==> config.mk <==
export PLATFORM = sky130hd
export DESIGN_NAME = uart_frame_assembler
export DESIGN_NICKNAME = d
export VERILOG_FILES = /design/src/rtl/uart_frame_pkg.sv /design/src/rtl/frame_buffer_ram.sv /design/src/rtl/uart_frame_assembler.sv
export SDC_FILE = /design/constraint.sdc
export NUM_CORES = 2
export LEC_CHECK = 0
export CORE_UTILIZATION = 50
export DETAILED_ROUTE_END_ITERATION = 8
export HOLD_SLACK_MARGIN = 0.03
export PLACE_DENSITY = 0.75
export RECOVER_POWER = 100
export SYNTH_ARGS = -nofsm -noshare
export SYNTH_HDL_FRONTEND = slang
export SYNTH_SLANG_ARGS = --single-unit
==> constraint.sdc <==
create_clock -name i_clk -period 4.6 [get_ports i_clk]
set_input_delay 0.92 -clock i_clk [delete_from_list [all_inputs] [get_ports i_clk]]
set_output_delay 0.92 -clock i_clk [all_outputs]
set_load 0.01 [all_outputs]
==> src/rtl/uart_frame_pkg.sv <==
// Shared types for the UART frame assembler and the status/LED logic.
//   SOF_BYTE_DEFAULT : default start-of-frame delimiter
//   state_e          : frame parser / burst FSM states
//   err_code_e       : reason a frame was dropped
package uart_frame_pkg;

    localparam logic [7:0] SOF_BYTE_DEFAULT = 8'hA5;

    typedef enum logic [2:0] {
        S_IDLE,
        S_LEN,
        S_PAYLOAD,
        S_CHK,
        S_WAIT_DST,
        S_BURST
    } state_e;

    typedef enum logic [1:0] {
        ERR_NONE,
        ERR_CHK,
        ERR_LEN,
        ERR_TIMEOUT
    } err_code_e;

endpackage

==> src/rtl/frame_buffer_ram.sv <==
// Simple dual-port payload buffer, DATA_WIDTH x DEPTH, registered read.
// Contents are not reset so the array maps onto distributed/block RAM.
//   i_clk     : clock
//   i_wr_en   : write strobe
//   i_wr_addr : write address
//   i_wr_data : write data
//   i_rd_en   : read strobe; o_rd_data updates on the next edge
//   i_rd_addr : read address
//   o_rd_data : registered read data
module frame_buffer_ram #(
    parameter int unsigned DATA_WIDTH = 8,
    parameter int unsigned DEPTH      = 256,
    parameter int unsigned AW         = $clog2(DEPTH)
) (
    input  logic                  i_clk,
    input  logic                  i_wr_en,
    input  logic [AW-1:0]         i_wr_addr,
    input  logic [DATA_WIDTH-1:0] i_wr_data,
    input  logic                  i_rd_en,
    input  logic [AW-1:0]         i_rd_addr,
    output logic [DATA_WIDTH-1:0] o_rd_data
);

    logic [DATA_WIDTH-1:0] mem [DEPTH];

    always_ff @(posedge i_clk) begin
        if (i_wr_en) begin
            mem[i_wr_addr] <= i_wr_data;
        end
    end

    always_ff @(posedge i_clk) begin
        if (i_rd_en) begin
            o_rd_data <= mem[i_rd_addr];
        end
    end

endmodule

==> src/rtl/uart_frame_assembler.sv <==
// Parses sparse UART RX bytes into SOF/LEN/payload/XOR-checksum frames,
// buffers the payload and, on a good checksum, replays it as one gap-free
// burst framed by o_first/o_last. Bad, oversize or stalled frames are dropped
// with a one-clock error pulse.
//   i_clk, i_rst        : clock, asynchronous active-high reset
//   i_rx_data/i_rx_valid: RX byte and its 1-clk strobe
//   i_dst_ready         : downstream idle, burst may start
//   o_data/o_valid      : payload burst, o_first/o_last mark its ends
//   o_err_chk/_len/_timeout : frame dropped pulses
//   o_overrun           : RX byte discarded while a frame awaits delivery
//   o_busy              : FSM not idle
module uart_frame_assembler
    import uart_frame_pkg::*;
#(
    parameter int unsigned           DATA_WIDTH     = 8,
    parameter int unsigned           MAX_LEN        = 256,
    parameter logic [DATA_WIDTH-1:0] SOF_BYTE       = DATA_WIDTH'(SOF_BYTE_DEFAULT),
    parameter int unsigned           TIMEOUT_CYCLES = 100000
) (
    input  logic                  i_clk,
    input  logic                  i_rst,
    input  logic [DATA_WIDTH-1:0] i_rx_data,
    input  logic                  i_rx_valid,
    input  logic                  i_dst_ready,
    output logic [DATA_WIDTH-1:0] o_data,
    output logic                  o_valid,
    output logic                  o_first,
    output logic                  o_last,
    output logic                  o_err_chk,
    output logic                  o_err_len,
    output logic                  o_err_timeout,
    output logic                  o_overrun,
    output logic                  o_busy
);

    localparam int unsigned   PW       = $clog2(MAX_LEN);
    localparam int unsigned   TW       = $clog2(TIMEOUT_CYCLES);
    localparam logic [TW-1:0] TMO_LAST = TW'(TIMEOUT_CYCLES - 1);

    state_e                state_q, state_d;
    err_code_e             err;
    logic [PW-1:0]         wr_ptr, rd_ptr, rd_addr, last_idx;
    logic [DATA_WIDTH-1:0] chk, ram_q;
    logic [TW-1:0]         tmo_cnt;
    logic                  in_frame, tmo_hit, len_ok;
    logic                  wr_en, rd_en, rd_first, rd_last, overrun;
    logic                  s1_valid, s1_first, s1_last;

    assign in_frame = state_q inside {S_LEN, S_PAYLOAD, S_CHK};
    assign tmo_hit  = in_frame && (tmo_cnt == TMO_LAST);
    assign len_ok   = (32'(i_rx_data) >= 32'd2) && (32'(i_rx_data) <= 32'(MAX_LEN));

    always_ff @(posedge i_clk or posedge i_rst) begin
        if (i_rst) state_q <= S_IDLE;
        else       state_q <= state_d;
    end

    // Read of beat 0 is issued from S_WAIT_DST on the clock dst_ready is seen,
    // so the registered RAM plus output stage still land o_first two clocks
    // after the checksum byte.
    always_comb begin
        state_d  = state_q;
        err      = ERR_NONE;
        wr_en    = 1'b0;
        rd_en    = 1'b0;
        rd_addr  = rd_ptr;
        rd_first = 1'b0;
        rd_last  = 1'b0;
        overrun  = 1'b0;
        case (state_q)
            S_IDLE: begin
                if (i_rx_valid && i_rx_data == SOF_BYTE) state_d = S_LEN;
            end
            S_LEN: begin
                if (tmo_hit) begin
                    err     = ERR_TIMEOUT;
                    state_d = S_IDLE;
                end else if (i_rx_valid) begin
                    if (len_ok) begin
                        state_d = S_PAYLOAD;
                    end else begin
                        err     = ERR_LEN;
                        state_d = S_IDLE;
                    end
                end
            end
            S_PAYLOAD: begin
                if (tmo_hit) begin
                    err     = ERR_TIMEOUT;
                    state_d = S_IDLE;
                end else if (i_rx_valid) begin
                    wr_en = 1'b1;
                    if (wr_ptr == last_idx) state_d = S_CHK;
                end
            end
            S_CHK: begin
                if (tmo_hit) begin
                    err     = ERR_TIMEOUT;
                    state_d = S_IDLE;
                end else if (i_rx_valid) begin
                    if (i_rx_data == chk) begin
                        state_d = S_WAIT_DST;
                    end else begin
                        err     = ERR_CHK;
                        state_d = S_IDLE;
                    end
                end
            end
            S_WAIT_DST: begin
                overrun = i_rx_valid;
                if (i_dst_ready) begin
                    rd_en    = 1'b1;
                    rd_addr  = '0;
                    rd_first = 1'b1;
                    state_d  = S_BURST;
                end
            end
            S_BURST: begin
                overrun = i_rx_valid;
                rd_en   = 1'b1;
                rd_last = (rd_ptr == last_idx);
                if (rd_last) state_d = S_IDLE;
            end
            default: state_d = S_IDLE;
        endcase
    end

    always_ff @(posedge i_clk or posedge i_rst) begin
        if (i_rst) begin
            tmo_cnt  <= '0;
            chk      <= '0;
            wr_ptr   <= '0;
            rd_ptr   <= '0;
            last_idx <= '0;
        end else begin
            tmo_cnt <= (in_frame && !tmo_hit && !i_rx_valid) ? tmo_cnt + TW'(1) : '0;
            if (state_q == S_LEN && state_d == S_PAYLOAD) begin
                last_idx <= PW'(32'(i_rx_data) - 32'd1);
                chk      <= i_rx_data;
                wr_ptr   <= '0;
            end
            if (wr_en) begin
                chk <= chk ^ i_rx_data;
                if (wr_ptr != last_idx) wr_ptr <= wr_ptr + PW'(1);
            end
            if (rd_en && !rd_last) rd_ptr <= rd_addr + PW'(1);
        end
    end

    frame_buffer_ram #(
        .DATA_WIDTH(DATA_WIDTH),
        .DEPTH     (MAX_LEN),
        .AW        (PW)
    ) u_buf (
        .i_clk    (i_clk),
        .i_wr_en  (wr_en),
        .i_wr_addr(wr_ptr),
        .i_wr_data(i_rx_data),
        .i_rd_en  (rd_en),
        .i_rd_addr(rd_addr),
        .o_rd_data(ram_q)
    );

    always_ff @(posedge i_clk or posedge i_rst) begin
        if (i_rst) begin
            s1_valid      <= 1'b0;
            s1_first      <= 1'b0;
            s1_last       <= 1'b0;
            o_data        <= '0;
            o_valid       <= 1'b0;
            o_first       <= 1'b0;
            o_last        <= 1'b0;
            o_err_chk     <= 1'b0;
            o_err_len     <= 1'b0;
            o_err_timeout <= 1'b0;
            o_overrun     <= 1'b0;
            o_busy        <= 1'b0;
        end else begin
            s1_valid      <= rd_en;
            s1_first      <= rd_first;
            s1_last       <= rd_last;
            o_valid       <= s1_valid;
            o_first       <= s1_first;
            o_last        <= s1_last;
            if (s1_valid) o_data <= ram_q;
            o_err_chk     <= (err == ERR_CHK);
            o_err_len     <= (err == ERR_LEN);
            o_err_timeout <= (err == ERR_TIMEOUT);
            o_overrun     <= overrun;
            o_busy        <= (state_d != S_IDLE);
        end
    end

endmodule

-- Word level (Yosys, flattened, before mapping)
Memories as Yosys holds them, arrays and structs flattened. A register that Yosys moved wholly into a read port is not among the register bits.
Index checks and enable logic that the tools add are counted.
- register bits after elaboration: 71
- bits in writable memories: 2048
- bits of input ports: 12
- output and inout port bits: 16
- memories: 1
- add/sub/neg operators: 4
- order comparisons: 1
- eq/ne operators: 15
- muxes and demuxes: 39
- bitwise logic cells: 1
- reductions and logical operators: 14
- memory list (name ; words ; width ; rd ports ; clocked after memory_dff ; wr ports ; RTL line ; source):
    u_buf.mem ; 256 ; 8 ; 1 ; 1 ; 1 ; frame_buffer_ram.sv:24 ; logic [DATA_WIDTH-1:0] mem [DEPTH];
- operators with widths (kind ; number):
    8-bit 2-to-1 mux ; 7
    3-bit 2-to-1 mux ; 11
    8-bit == test ; 3
    3-bit one-hot mux with 6 select lines ; 1
    17-bit by 1-bit adder with 17-bit output (second input constant) ; 1
    17-bit == test (second input constant) ; 1
    17-bit 2-to-1 mux ; 1
    8-bit by 1-bit adder with 8-bit output (second input constant) ; 2
    2-bit 2-to-1 mux ; 6
    1-bit 2-to-1 mux ; 11
    3-bit by 2-bit == test with 1-bit output (second input constant) ; 3
    8-bit == test (second input constant) ; 1
    8-bit by 2-bit greater-or-equal comparator with 1-bit output (second input constant) ; 1
    8-bit inequality test ; 1
    8-bit by 1-bit subtractor with 8-bit output (second input constant) ; 1
    8-bit XOR ; 1
    3-bit == test (second input constant) ; 2
    1-bit logical AND ; 6
    2-bit one-hot mux with 3 select lines ; 1
    3-bit nonzero test ; 2
    2-bit == test (second input constant) ; 2
    3-bit by 1-bit == test with 1-bit output (second input constant) ; 1
    1-bit logical NOT ; 3
    3-bit logical NOT ; 1
    other kinds (4) ; 4

-- Logic depth before layout (Yosys ltp)
- depth after elaboration: 10
- mapped depth: 12
- depth with buffers taken out: 8

-- By module
Synthesis repeated with hierarchy kept, for this count alone.
- cells, all modules: 4105
- area, all modules: 83342.4 um2
- by module, submodules not included (module ; times used ; cells each ; area an instance (um2)):
    frame_buffer_ram ; 1 ; 3733 ; 79636.4
    uart_frame_assembler ; 1 ; 372 ; 3706.1

-- Least setup slack after synthesis
No wires, ideal clock.
- kind: register to register
- start: register tmo_cnt[0]
- end: memory u_buf.mem[160][0], enable pin
- library setup time: 0.370 ns
- data arrival time: 2.682 ns
- required time: 4.230 ns
- path slack: 1.547 ns
- stages on the path, launching flop included: 10
- buffers on the path: 1
- clock period less this slack: 3.053 ns
- cell sequence: dfrtp_1 ha_1 nand2_1 and4b_1 a21o_1 or3_1 nor3b_2 nand2_1 clkbuf_1 nor2_1
- longest elaborated chain between the ends: 6
- RTL lines (item ; RTL line ; source):
    from (decl) ; uart_frame_assembler.sv:44 ; logic [TW-1:0] tmo_cnt;
    from (signal assigned) ; uart_frame_assembler.sv:136 ; tmo_cnt <= (in_frame && !tmo_hit && !i_rx_valid) ? tmo_cnt + TW'(1) : '0;
    17-bit == test ; uart_frame_assembler.sv:50 ; assign tmo_hit = in_frame && (tmo_cnt == TMO_LAST);
    1-bit logical AND ; uart_frame_assembler.sv:50 ;
    1-bit 2-to-1 mux ; uart_frame_assembler.sv:88 ; if (tmo_hit) begin
    1-bit 2-to-1 mux ; uart_frame_assembler.sv:70 ; case (state_q)
    1-bit 2-to-1 mux ; frame_buffer_ram.sv:27 ; if (i_wr_en) begin
    1-bit 2-to-1 mux (not written as such) ; frame_buffer_ram.sv:28 ; mem[i_wr_addr] <= i_wr_data;
    to (decl) ; frame_buffer_ram.sv:24 ;
No other way between the ends.

-- Worst setup path after layout
- start: register rd_ptr[0]
- end: register u_buf.o_rd_data[7] (read register of u_buf.mem) (data pin)
- longest elaborated chain between the ends: 2
- RTL lines (item ; RTL line ; source):
    from (decl) ; uart_frame_assembler.sv:42 ; logic [PW-1:0] wr_ptr, rd_ptr, rd_addr, last_idx;
    from (signal assigned) ; uart_frame_assembler.sv:146 ; if (rd_en && !rd_last) rd_ptr <= rd_addr + PW'(1);
    8-bit 2-to-1 mux ; uart_frame_assembler.sv:111 ; if (i_dst_ready) begin
    8-bit 2-to-1 mux * ; uart_frame_assembler.sv:70 ;
    to (decl) ; frame_buffer_ram.sv:21 ; output logic [DATA_WIDTH-1:0] o_rd_data
Mark *: on every way between the ends. The rest lies on a longest branch, timed or not.
A chain may end at the register's enable or synchronous reset.

==> results.yml <==
outcome:
  status: "finished with violations"
  violations: "capacitance limit, slew limit"
place:
  io_buffers: 27
  dp.cells: 7753
  place_area_mm2: 0.0905
  place_ws_ns: -0.208
  dp_hpwl_um: 153000
  gp_congestion: 0.959
synthesis:
  syn_area_mm2: 0.0858
  synthCells: 5542
  synth.most_common_cell: "edfxtp_1"
  synth_edf_count: 2056
  synth_ff_type: "edfxtp_1"
  seq_area_frac_synth_pct: 74.0
  synth_nets: 5563
  ys_ff_latch: 2127
  syn_area_per_cell_um2: 15.5
  yosys.area.top_type: "edfxtp_1"
  synth_cell_types: 77
  synth_area_leaders: "edfxtp_1 (72%), mux2i_1 (2.9%), dfrtp_1 (2.1%), nor2_1 (2.0%), mux2_2 (2.0%)"
  async_flop_share_pct: 3.34
  yosys_warnings: 0
  netlist.area_leader.share_pct: 71.9
  synthTopCellsByCount: "edfxtp_1 (2056), nor2_1 (465), nand2_1 (266)"
global_route:
  grt_pass1_vias: 51553
  grt_max_degree: 204
  antenna_found_initial: 16
  grtUsageTotal_pct: 28.1
  grt_overflow_total: 0
  grt_pass1_wl_um: 356000
sta:
  drv_slew: 1577
  layout_min_cycle_time_ns: 4.56
  hold_violations: 0
  timing.final.crit_share_pct: 99.1
  setup_tns_ns: 0
  tightest_slew_ns: 3.95
  setup_viol: 0
  rsz0062_at_grt: "no"
  fin_skew_ns: 0.0595
  relSlewSlack_pct: -163
  finalWorstSetupSlack_ns: 0.0395
  max_freq_mhz: 219
clocking:
  cts_setup_buffers: 0
  cts_buffer_depth: 3
  cts_sinks: 2127
  postCtsHoldBufs: 0
  root_buffer: "clkbuf_16"
  ctsResizeCount: 0
  cts_buffers: 201
  cts.clk_slew.worst_paths_ns: 0.07
  cts_tree: "yes"
  clock_latency_ns: 0.86
  cts_htree_levels: 4
power:
  ir_worst_vdd_v: 0.000329
  seq_power_share_pct: 55.9
  power_frac_comb_pct: 1.1
  power.switching_mw: 7.63
  p_per_area_mw_per_mm2: 395
  p_leak_nw: 30.2
  switching_share_pct: 20.1
  p_clk_share_pct: 43.0
  p_int_mw: 30.4
  power.total_mw: 38.0
critical_path:
  cp_max_fo: 37
  cp-start-kind: "flip-flop"
  cp_data_arrival_time_ns: 5.21
  crit_required_ns: 5.25
  worst_setup_path_end_kind: "flip-flop"
  crit_type: "flip-flop to flip-flop"
die:
  rows: 151
  initial_core_util_pct: 50.5
  fp.coreArea_mm2: 0.170
  dieHeight_um: 416
  io-pin-count: 28
  dieArea_mm2: 0.173
  die_w_um: 416
route:
  drtIter0Drc: 7993
  wl_met3_um: 31300
  top_layer_used: "met5"
  wl_met1_um: 90200
  num_vias: 54365
  vias_per_cell: 6.69
  drtPass1Iterations: 9
  wl_met2_um: 111000
  wl_um: 248000
  ant_nets: 0
  remaining_drc_errors: 0
  wl_per_cell_um: 30.5
finish:
  layout.nets: 5759
  drive_gt1_share_pct: 12.6
  stdcell_area_mm2: 0.0962
  final_cells: 8129
  area_growth_pct: 12.1
  num-fill-cells: 12687
flow_run:
  cap_violations: 19
min_path:
  hp-class: "flip-flop to flip-flop"
placed cells by master, fill, tap and decap left out, types with 31 or more instances in the layout:
cell type  count
o221ai_1     107
o21a_1        32
a2bb2oi_1     45
a221oi_1      93
nor3_1        44
mux4_2        40
mux2i_1      247
a221o_1       37
mux2_2       150
clkinv_2      36
nor2_1       462
clkbuf_16    204
o2bb2ai_1     38
clkinv_1      45
a22oi_1       52
clkbuf_1     215
xnor2_1       39
buf_4        181
nor2b_1       31
nand4_1       41
a31oi_1       37
edfxtp_1    2056
a211oi_1      59
o211ai_1      62
nand3_1      101
o22ai_1      149
o21ai_0      204
nand2_1      264
dfrtp_1       68
a21oi_1      249
or3_1         36
final timing paths:
check,start,endpoint,slack [ns],depth (start not counted)
max,rd_ptr[0]$_DFFE_PP0P_,u_buf.o_rd_data[7]$_DFFE_PP_,0.04,10
min,s1_last$_DFF_PP0_,o_last$_DFF_PP0_,0.35,0
max reg2reg,rd_ptr[0]$_DFFE_PP0P_,u_buf.o_rd_data[7]$_DFFE_PP_,0.04,10
min reg2reg,s1_last$_DFF_PP0_,o_last$_DFF_PP0_,0.35,0
max in group asynchronous,i_rst,rd_ptr[1]$_DFFE_PP0P_,1.51,3
min in group asynchronous,i_rst,state_q[1]$_DFF_PP0_,0.93,2
flip-flops by register name (all words and copies together) (netlist names):
name and flops:
s1_last 1, chk 8, u_buf.o_rd_data 8, o_err_len 1, rd_ptr 8, s1_first 1, s1_valid 1, o_last 1
o_first 1, last_idx 8, u_buf.mem 2048, o_err_timeout 1, o_valid 1, state_q 3, o_busy 1, o_overrun 1
o_err_chk 1, o_data 8, tmo_cnt 17, wr_ptr 8
critical path: stages, from the launching register on:
cell	delay, ns
dfrtp_4	1.05
inv_4	0.32
nor3_4	0.62
buf_4	0.28
o2bb2ai_1	0.14
o21ai_0	0.17
a2111oi_0	0.99
buf_4	0.27
a211oi_1	0.06
buf_4	0.16
o32ai_1	0.25
per-stage QoR:
stage / utilization [%] / hold slack, ns
3_5_place_dp: 53.3 / 0.340
6_report: 56.6 / 0.354
2_1_floorplan: - / 0.331
4_1_cts: 57.1 / 0.365
3_3_place_gp: 53.3 / 0.340
5_1_grt: 56.6 / 0.368
per-layer routing:
metal	up-vias	GRT usage [%]
met4	12	15.7
met5	-	0
met2	4022	42.0
li1	22513	-
met1	27060	37.9
met3	758	6.87
power by group through the flow:
| stage | clock network [mW] | logic (mW) | registers [mW] |
|---|---|---|---|
| after floorplan | 0 | 0.0281 | 21.6 |
| after global placement | 0 | 0.415 | 21.6 |
| after detailed placement | 0 | 0.430 | 21.6 |
| after CTS | 16.4 | 0.432 | 21.2 |
| after global routing | 17.1 | 0.429 | 21.3 |
| final | 16.3 | 0.416 | 21.3 |
cells by family after synthesis:
kind of cell               share of synthesized area, %
muxes                                              5.90
xor gates and xnor gates                          0.520
adders and majority gates                         0.131
DFF                                                74.0
and+or+nand+nor                                    5.73
AOI/OAI and AO/OA                                  11.4
buffers and inverters                              2.34
final cells by class:
cell class,count,area [um^2],area share [%]
multi-input combinational,2970,20400,21.2
timing repair buffer,415,2900,3.01
inverter,23,97.6,0.101
antenna,3,7.51,0.00781
sequential,2127,63500,66.1
clock buffer,255,5310,5.52
tap,2218,2780,2.89
clock inverter,118,1170,1.22
No activity file was read; power rests on OpenSTA's default activity.
